===== config.mk =====
export PLATFORM = sky130hd
export DESIGN_NAME = zero_run_cntr
export DESIGN_NICKNAME = d
export VERILOG_FILES = /design/src/rtl/zero_run_cntr.sv
export SDC_FILE = /design/constraint.sdc
export NUM_CORES = 1
export LEC_CHECK = 0
export CORE_MARGIN = 1
export CORE_UTILIZATION = 39
export DETAILED_ROUTE_END_ITERATION = 16
export GPL_TIMING_DRIVEN = 0
export MAX_ROUTING_LAYER = met4
export PLACE_DENSITY = 0.77
export SYNTH_ARGS = -nofsm -noshare
export SYNTH_HDL_FRONTEND = slang
export SYNTH_SLANG_ARGS = --single-unit

===== constraint.sdc =====
create_clock -name clk -period 6.9 [get_ports clk]
set_clock_uncertainty 0.15 [all_clocks]
set_input_delay 1.035 -clock clk [delete_from_list [all_inputs] [get_ports clk]]
set_output_delay 1.035 -clock clk [all_outputs]
set_load 0.005 [all_outputs]

===== src/rtl/zero_run_cntr.sv =====
// Multi-channel zero-sample counter: consecutive-run or cumulative count per channel,
// with saturation, threshold flag, run-end pulse and peak-run capture.
module zero_run_cntr #(
    parameter int DATA_W = 7,
    parameter int CNT_W  = 4,
    parameter int N_CH   = 4,
    parameter int THRESH = 3
) (
    input  logic                   clk,
    input  logic                   rst,
    input  logic                   in_valid,
    input  logic [N_CH*DATA_W-1:0] adj_val,
    input  logic                   mode,
    input  logic                   clr,
    output logic [N_CH*CNT_W-1:0]  zCnt,
    output logic [N_CH*CNT_W-1:0]  max_run,
    output logic [N_CH-1:0]        run_flag,
    output logic [N_CH-1:0]        run_end,
    output logic [N_CH-1:0]        sat
);
    localparam logic [CNT_W-1:0]  CNT_MAX   = {CNT_W{1'b1}};
    localparam logic [CNT_W-1:0]  CNT_ZERO  = {CNT_W{1'b0}};
    localparam logic [CNT_W-1:0]  CNT_ONE   = {{(CNT_W-1){1'b0}}, 1'b1};
    localparam logic [CNT_W-1:0]  CNT_THR   = CNT_W'(THRESH);
    localparam logic [DATA_W-1:0] DATA_ZERO = {DATA_W{1'b0}};
    localparam logic [N_CH-1:0]   CH_ZERO   = {N_CH{1'b0}};

    // Increment that sticks at the top value instead of wrapping.
    function automatic logic [CNT_W-1:0] sat_inc(input logic [CNT_W-1:0] v);
        return (v == CNT_MAX) ? v : v + CNT_ONE;
    endfunction

    logic [CNT_W-1:0] cnt_r     [N_CH];
    logic [CNT_W-1:0] max_r     [N_CH];
    logic [N_CH-1:0]  flag_r;
    logic [N_CH-1:0]  end_r;
    logic [N_CH-1:0]  sat_r;

    logic [CNT_W-1:0] cnt_nxt_s [N_CH];
    logic [CNT_W-1:0] max_nxt_s [N_CH];
    logic [N_CH-1:0]  flag_nxt_s;
    logic [N_CH-1:0]  end_nxt_s;
    logic [N_CH-1:0]  sat_nxt_s;
    logic [N_CH-1:0]  zero_s;

    // Per-channel zero detect on the incoming sample slice.
    always_comb begin
        zero_s = CH_ZERO;
        for (int c = 0; c < N_CH; c++) begin
            zero_s[c] = (adj_val[c*DATA_W +: DATA_W] == DATA_ZERO);
        end
    end

    // Next-state for every channel; flag/peak/sticky derive from the next count.
    always_comb begin
        flag_nxt_s = CH_ZERO;
        end_nxt_s  = CH_ZERO;
        sat_nxt_s  = CH_ZERO;
        for (int c = 0; c < N_CH; c++) begin
            cnt_nxt_s[c] = cnt_r[c];
            if (in_valid) begin
                if (zero_s[c]) begin
                    cnt_nxt_s[c] = sat_inc(cnt_r[c]);
                end else if (!mode) begin
                    cnt_nxt_s[c] = CNT_ZERO;
                end else begin
                    cnt_nxt_s[c] = cnt_r[c];
                end
                end_nxt_s[c] = !mode && !zero_s[c] && (cnt_r[c] >= CNT_THR);
            end else begin
                end_nxt_s[c] = 1'b0;
            end
            max_nxt_s[c]  = (cnt_nxt_s[c] > max_r[c]) ? cnt_nxt_s[c] : max_r[c];
            sat_nxt_s[c]  = sat_r[c] | (cnt_nxt_s[c] == CNT_MAX);
            flag_nxt_s[c] = (cnt_nxt_s[c] >= CNT_THR);
        end
    end

    // Channel state registers; clr discards the concurrent sample.
    always_ff @(posedge clk or negedge rst) begin
        if (!rst) begin
            for (int c = 0; c < N_CH; c++) begin
                cnt_r[c] <= CNT_ZERO;
                max_r[c] <= CNT_ZERO;
            end
            flag_r <= CH_ZERO;
            end_r  <= CH_ZERO;
            sat_r  <= CH_ZERO;
        end else if (clr) begin
            for (int c = 0; c < N_CH; c++) begin
                cnt_r[c] <= CNT_ZERO;
                max_r[c] <= CNT_ZERO;
            end
            flag_r <= CH_ZERO;
            end_r  <= CH_ZERO;
            sat_r  <= CH_ZERO;
        end else begin
            for (int c = 0; c < N_CH; c++) begin
                cnt_r[c] <= cnt_nxt_s[c];
                max_r[c] <= max_nxt_s[c];
            end
            flag_r <= flag_nxt_s;
            end_r  <= end_nxt_s;
            sat_r  <= sat_nxt_s;
        end
    end

    for (genvar g = 0; g < N_CH; g++) begin : g_pack
        assign zCnt[g*CNT_W +: CNT_W]    = cnt_r[g];
        assign max_run[g*CNT_W +: CNT_W] = max_r[g];
    end

    assign run_flag = flag_r;
    assign run_end  = end_r;
    assign sat      = sat_r;

endmodule

Word level (Yosys, flattened, before mapping)
Index checks and enable logic that the tools add are counted.

Add/subtract/negate cells: 4. Magnitude comparators: 12. Eq/ne operators: 8. Mux-type cells: 29. Bitwise operators: 4. Reduce and logical (&&, ||, !) cells: 21.

Operators with widths (count): 2-to-1 mux 4 bit (23); equality test 4 bit (second input constant) (8); >= comparator 4 x 2 -> 1 bit (second input constant) (8); 2-to-1 mux 16 bit (2); logical NOT 7 bit (4); adder 4 x 1 -> 4 bit (second input constant) (4); > comparator 4 bit (4); logical AND 1 bit (8); nonzero test 2 bit (4); logical NOT 1 bit (5); 2-to-1 mux 1 bit (4); bitwise OR 1 bit (4).

Flip-flop bits (word level): 44. Input bits: 33. Output and inout bits: 44. Logic and storage cells: 89.

Logic depth before layout (Yosys ltp)
Gate-level depths: netlist of run 1.

Depth after elaboration: 7. Mapped depth: 13. Depth with buffers taken out: 13.

Worst setup path after synthesis of run 1
OpenSTA, ideal clock, no wires.

Kind: input port to flip-flop. From: input port adj_val[2]. To: register max_r (netlist bit max_run[0]). Setup time: 132 ps. Arrival: 3112 ps. Data required time: 6618 ps. Path slack: 3506 ps. Stages: 12. Cells stage by stage: nor4_2 and2_1 buf_6 o21ai_2 a22o_4 ha_1 nor2b_1 o21a_1 o21a_1 o21ai_2 mux2i_1 nor2_1.

Longest elaborated chain between the ends: 5.

Ends and longest elaborated chain: from (decl) (RTL line 12) `input logic [N_CH*DATA_W-1:0] adj_val,`; logical NOT 7 bit (*) (RTL line 50) `zero_s[c] = (adj_val[c*DATA_W +: DATA_W] == DATA_ZERO);`; 2-to-1 mux 4 bit (*) (RTL line 62) `if (zero_s[c]) begin`; 2-to-1 mux 4 bit (*) (RTL line 61) `if (in_valid) begin`; > comparator 4 bit or 2-to-1 mux 4 bit (tied branches) (RTL line 73) `max_nxt_s[c] = (cnt_nxt_s[c] > max_r[c]) ? cnt_nxt_s[c] : max_r[c];`; nonzero test 2 bit (no line) or 2-to-1 mux 16 bit (tied branches); to (signal, indexed assignment) (RTL line 100) `max_r[c] <= max_nxt_s[c];`; to (decl) (RTL line 34) `logic [CNT_W-1:0] max_r [N_CH];`.

Every way passes the cells marked *; elsewhere a longest branch is shown, timed or not. The select of a mux whose other input is x is not followed. A chain may end at the register's enable or synchronous reset.

Final worst setup path of run 1
From: input port adj_val[9]. To: register max_r (netlist bit max_run[4]).

Same word-level chain as after synthesis.

==> results of run 1 <==
## power breakdown
part | total (mW) | internal, mW | switching, mW
registers | 0.263 | 0.261 | 0.00181
clock network | 0.152 | 0.0690 | 0.0831
logic | 0.0825 | 0.0425 | 0.0400
## cell families after synthesis
group | share of synthesized area (%)
adder cells (fa/ha/maj) | 9.062
buffers and inverters | 5.029
flip-flops | 39.87
AO/OA/AOI/OAI | 16.18
AND/OR/NAND/NOR | 23.65
multiplexers | 6.207
## flip-flops by register name, indices dropped and copies added, names as in the netlist
name / flops
run_flag: 4
zCnt: 16
run_end: 4
sat: 4
max_run: 16
## worst max-delay path by stage
stage                        endpoint        start  slack [ns]
final                      max_run[4]   adj_val[9]        3.19
after detailed placement   max_run[4]   adj_val[9]        2.85
after global routing      max_run[14]  adj_val[23]        2.93
after CTS                  max_run[4]   adj_val[9]        3.16
after floorplan            max_run[0]   adj_val[2]        3.51
after global placement    max_run[15]  adj_val[23]        2.92
## worst reg2reg max path: stages (launching register included)
cell	delay (ns)
dfrtp_1	0.43
ha_1	0.25
nand3_1	0.14
nand3_1	0.11
o21ai_0	0.10
a22o_4	0.25
ha_1	0.29
nor2b_1	0.13
o21a_1	0.16
o21a_1	0.17
o21ai_2	0.26
mux2i_1	0.24
nor2_1	0.05
## final cells by class
class | instances | share of cell area (%)
clock inverter | 1 | 0.1344
timing repair buffer | 76 | 20.56
sequential | 44 | 29.56
buffer | 9 | 1.814
inverter | 19 | 1.915
tap | 96 | 3.225
multi-input combinational | 201 | 40.85
clock buffer | 6 | 1.948
## per-layer routing
metal / up-vias / part of all wire [%] / global-route usage (%)
met5: - / 0 / -
met4: 0 / 0.67 / 3.636
met3: 4 / 6.6 / 3.176
met2: 64 / 48 / 31.67
met1: 1138 / 45 / 22.57
li1: 1164 / - / -
## cells in the final DEF (no fill, tap or decap), types with 7 or more instances in the layout
cell and count:
dfrtp_1 44, inv_1 19, nor2_1 33, ha_1 20
nand2_1 12, nand3_1 10, nor2b_1 14, mux2i_1 16
nand4_1 7, o21a_1 8, clkdlybuf4s50_1 74, a211oi_1 8
a31oi_1 7
==> summary.txt, run 1 <==
Outcome
  • Outcome: finished, final reports clean

Routing
  • Post-DR wirelength/cell: 14.17 um
  • TritonRoute pass-1 iters: 4
  • Routed via count: 2370
  • Average via count per standard cell: 5.243
  • Final antenna-violating net count: 0
  • DRC violation total after the first TritonRoute iteration: 68
  • Total wire length after detailed routing: 6.407 mm
  • DRC errors left: 0

Critical path
  • Chain of cells forming the critical path: clkdlybuf4s50_1 > nor4_2 > and2_1 > buf_6 > o21ai_2 > a22o_4 > ha_1 > nor2b_1 > o21a_1 > o21a_1 > o21ai_2 > mux2i_1 > nor2_1
  • Worst R2R End: max_run[4]
  • Critical setup path kind: in -> reg
  • CP startpoint kind: primary input
  • Slowest cell on crit path: clkdlybuf4s50_1
  • Worst reg2reg path depth: 12
  • Required time at the worst-slack endpoint: 6.91 ns
  • Reg-to-reg slack, setup: 4.03 ns
  • Sort of element at the end of the critical path: flip-flop
  • Crit Path Max Fanout: 6
  • Worst endpoint data arrival time: 3.72 ns
  • Family with the most delay on the worst path: compound AO/OA/AOI/OAI gates
  • FF-to-FF Start: zCnt[4]
  • Buffering stage count on the worst path with inverters included: 2
  • WP depth: 13
  • Longest individual stage delay on the worst path: 0.41 ns

Yosys
  • Mapped Area: 2761 um2
  • Leading post-synthesis cells by cell area: dfrtp_1 40%, ha_1 9.1%, mux2i_1 5.8%
  • Sequential cell area fraction in the yosys report: 39.87%
  • Distinct cells, synth: 38
  • Mapped Avg Cell Area: 10.12 um2
  • Share of the synthesized area in the top cell type: 39.87%
  • Synth Flop Type: dfrtp_1
  • Cell types with the highest counts after synthesis: 44 x dfrtp_1, 33 x nor2_1, 20 x ha_1
  • Library cell with the highest instance count after synthesis: dfrtp_1
  • Number of warnings printed during yosys synthesis: 0
  • Library cell with the largest summed area after synthesis: dfrtp_1
  • Gate Count Post-Synth: 273
  • Post-Synthesis Net Count: 326
  • Async set-reset flop share out of synthesis: 100.0%
  • EDFF count, synth: 0
  • FF+latch count, synth: 44

Floorplanning
  • Area of the core: 6832 um2
  • FP Rows: 30
  • Die height: 86.15 um
  • Initial Util: 40.42%
  • Width of the die: 86.15 um
  • Full die area: 7421 um2
  • I/O Pins: 77

Finish
  • Layout cell share with drive strength beyond 1: 11.24%
  • Antenna fix cells: 0
  • Layout overhead on the synthesized area: 34.89%
  • Sequential cell area: 1101 um2
  • Fillers: 635
  • Share of the core filled with cells in the final layout: 54.52%
  • Post-Layout Cell Count: 452
  • Combined area of the multi-input logic cells: 1521 um2
  • Post-route cell area: 3725 um2
  • Net total in the final layout: 409

CTS
  • Worst-case clock buffer depth: 2
  • Number of gates given a new drive strength after cts: 0
  • Number of buffers created by CTS: 5
  • TritonCTS clock tree: done
  • Clock Root Buffer: clkbuf_8
  • Number of H-tree branching levels: 2
  • Post-CTS Setup Inserts: 0
  • Clock transition time at the flip-flop clock pins of the worst setup and hold paths: 0.08 ns
  • Hold bufs inserted after CTS: 0
  • Total number of clock tree sinks: 44
  • Worst-Skew Late Latency: 0.28 ns

Global route
  • Antenna violations before repair: 0
  • Global routing usage summed across all routing layers: 18.33%
  • First-pass GRT wire length: 10.46 mm
  • Global-route congestion overflow total: 0
  • Vias in the first global route: 2247
  • Largest net degree at the start of global routing: 34

Timing
  • Final critical-path setup slack: 3.185 ns
  • Max Fclk: 269.2 MHz
  • Post-route worst hold slack: 0.3636 ns
  • Final worst path period share: 53.83%
  • Slew at the pin with the worst max-slew slack: 0.6400 ns
  • Hold Violations, Final: 0
  • Max-slew violation count: 0
  • Unrepaired setup endpoints after global routing: no
  • Sum of negative setup slack: 0 ns
  • Shortest clock period the worst path allows after layout: 3.715 ns
  • Final count of negative-setup-slack endpoints: 0
  • Worst relative slew slack: 57.33%

Run
  • Maximum Capacitance Violations: 0

Hold path
  • Min-Delay Endpoint: sat[3]
  • Tightest Hold Check Type: reg -> reg
  • Hold path depth: 2
  • Startpoint of the worst hold path: sat[3]

Pwr
  • Worst VDD drop: 101.1 uV
  • Overall Power: 497.2 uW
  • Power Dens Cells: 133.5 nW/um2
  • Static Leakage: 1.663 nW

Placed design
  • HPWL reported at the end of detailed placement: 4.923 mm
  • Port Buffer Count: 75
  • Setup Slack @ Placement: 2.853 ns
  • Total instance count after detailed placement: 445
  • Last weighted congestion value of the routability-driven placer: 0.8345
  • Cell area reported after detailed placement: 3647 um2
Note: power is estimated with default switching activity, not from simulation.
==> run 2, diff against run 1 <==
Settings changed: PLACE_DENSITY 0.77 to 0.8.
Clock period 6.9 ns to 3.36 ns, I/O delays scaled along.
==> summary.txt, run 2 (synthesis gave the netlist of run 1 again) <==
Outcome
  • Outcome: finished, final reports clean

CTS
  • Clock transition time at the flip-flop clock pins of the worst setup and hold paths: 0.08 ns (about the same)
  • Number of buffers created by CTS: 5 (unchanged)
  • Clock Root Buffer: clkbuf_8
  • Worst-Skew Late Latency: 0.30 ns (+0.02 ns)
  • Worst-case clock buffer depth: 2 (unchanged)
  • TritonCTS clock tree: done
  • Number of H-tree branching levels: 2 (unchanged)
  • Post-CTS Setup Inserts: 0 (unchanged)
  • Total number of clock tree sinks: 44 (unchanged)

Critical path
  • Chain of cells forming the critical path: clkdlybuf4s50_1 > nor4_2 > and2_1 > buf_6 > o21ai_2 > a22o_4 > ha_1 > nor2b_1 > o21a_1 > o21a_1 > o21ai_2 > mux2i_1 > nor2_1
  • Crit Path Max Fanout: 6 (unchanged)
  • Sort of element at the end of the critical path: flip-flop
  • Required time at the worst-slack endpoint: 3.37 ns (-3.54 ns)
  • Reg-to-reg slack, setup: 0.48 ns (-3.55 ns)
  • CP startpoint kind: primary input
  • Critical setup path kind: in -> reg
  • Buffering stage count on the worst path with inverters included: 2 (unchanged)
  • Family with the most delay on the worst path: compound AO/OA/AOI/OAI gates
  • Longest individual stage delay on the worst path: 0.41 ns (about the same)
  • Slowest cell on crit path: clkdlybuf4s50_1
  • Worst endpoint data arrival time: 3.20 ns (-0.52 ns)

Placed design
  • Last weighted congestion value of the routability-driven placer: 0.8353 (about the same)
  • HPWL reported at the end of detailed placement: 4.975 mm (+1.1%)
  • Port Buffer Count: 75 (unchanged)

Global route
  • Vias in the first global route: 2296 (+2.2%)
  • First-pass GRT wire length: 10.79 mm (+3.2%)
  • Global routing usage summed across all routing layers: 19.29% (+0.95 points)
  • Largest net degree at the start of global routing: 40 (+18%)
  • Global-route congestion overflow total: 0 (unchanged)
  • Antenna violations before repair: 0 (unchanged)

Finish
  • Layout cell share with drive strength beyond 1: 11.20% (-0.031 points)
  • Share of the core filled with cells in the final layout: 54.89% (+0.37 points)
  • Antenna fix cells: 0 (unchanged)
  • Commonest cells after routing, fill and taps aside: 74 x clkdlybuf4s50_1, 44 x dfrtp_1, 33 x nor2_1
  • Net total in the final layout: 410 (+0.24%)
  • Layout overhead on the synthesized area: 35.80%
  • Leading cell type in the layout, fill and taps excluded: clkdlybuf4s50_1

Floorplanning
  • Area of the core: 6832 um2 (unchanged)
  • I/O Pins: 77 (unchanged)
  • Width of the die: 86.15 um (unchanged)
  • Initial Util: 40.42% (unchanged)
  • FP Rows: 30 (unchanged)
  • Die height: 86.15 um (unchanged)
  • Full die area: 7421 um2 (unchanged)

Timing
  • Sum of negative setup slack: 0 ns (unchanged)
  • Worst relative slew slack: 58.61% (+1.3 points)
  • Final count of negative-setup-slack endpoints: 0 (unchanged)
  • Hold Violations, Final: 0 (unchanged)
  • Max Fclk: 313.7 MHz
  • Unrepaired setup endpoints after global routing: no
  • Final worst path period share: 94.86%
  • Shortest clock period the worst path allows after layout: 3.187 ns
  • Slew at the pin with the worst max-slew slack: 0.6208 ns (-0.01920 ns)
  • Max-slew violation count: 0 (unchanged)

Hold path
  • Tightest Hold Check Type: reg -> reg

Routing
  • TritonRoute pass-1 iters: 4 (unchanged)
  • Final antenna-violating net count: 0 (unchanged)
  • Post-DR wirelength/cell: 14.62 um (+3.1%)
  • DRC errors left: 0 (unchanged)
  • DRC violation total after the first TritonRoute iteration: 143 (+110%)
  • Routed via count: 2422 (+2.2%)
  • Total wire length after detailed routing: 6.621 mm (+3.3%)
  • Average via count per standard cell: 5.347 (+2.0%)

Pwr
  • Static Leakage: 1.669 nW (+0.39%)
  • Worst VDD drop: 152.3 uV (+51%)
  • Power Dens Cells: 275.4 nW/um2 (+110%)
  • Overall Power: 1.033 mW (+110%)

Run
  • Maximum Capacitance Violations: 0 (unchanged)
[run 2: cell count changes in the layout (fill, tap and decap cells not counted), sizes merged]
cell,before,now
dlygate4sd3,1,2
[run 2: timing repair]
| item | in CTS | in global routing |
|---|---|---|
| endpoints found under the setup margin | 0 | 5 |
| endpoints found under the hold margin | 5 | 0 |
| gates resized for setup | 0 | 2 |
| hold buffers | 1 | 0 |
[run 2: stage by stage]
step	hold slack (ns)	instance area, um2	std cells	setup slack (ns)
after floorplan	0.05841	2761	273	0.4968
after global placement	0.3540	3632	444	-0.07912
after detailed placement	0.2065	3647	445	-0.1642
after CTS	0.3843	3735	453	0.1539
after global routing	0.4035	3750	453	0.02003
final	0.3763	3750	453	0.1727
[run 2: layer usage]
metal / wire length, um / track usage [%] / vias to the layer above
met5: 0 / - / -
met4: 124 / 7.424 / 0
met3: 427 / 3.754 / 14
met2: 3161 / 31.10 / 88
met1: 2908 / 23.89 / 1154
li1: - / - / 1166
[run 2: final timing paths]
| check | endpoint | depth (start not counted) | from |
|---|---|---|---|
| max | max_run[0] | 13 | adj_val[2] |
| min | sat[1] | 2 | sat[1] |
| max reg2reg | max_run[0] | 12 | zCnt[1] |
| min reg2reg | sat[1] | 2 | sat[1] |
| max in group asynchronous | max_run[3] | 3 | rst |
| min in group asynchronous | run_end[2] | 2 | rst |
[run 2: final cells by class]
class	instances	area [um2]
clock inverter	1	5.005
fill	628	3082
sequential	44	1101
timing repair buffer	77	775.7
multi-input combinational	201	1536
buffer	9	67.56
tap	96	120.1
inverter	19	71.32
clock buffer	6	72.57
[run 2: worst register-to-register path, cell delays in order (launching register included)]
cell,delay (ns)
dfrtp_1,0.43
ha_1,0.24
nand3_1,0.15
nand3_1,0.11
o21ai_0,0.11
a22o_4,0.25
ha_1,0.29
nor2b_1,0.13
o21a_1,0.17
o21a_1,0.18
o21ai_2,0.26
mux2i_1,0.24
nor2_1,0.06
[run 2: power breakdown]
group	switching [mW]	internal [mW]
logic	0.0841	0.0897
registers	0.00364	0.536
clock network	0.178	0.142
total	0.266	0.767
==> run 3, diff against run 2 <==
Settings changed: CTS_CLUSTER_DIAMETER set to 150.
==> results of run 3 <==
Same layout as run 2: the final DEF is identical, and so are final timing and power.
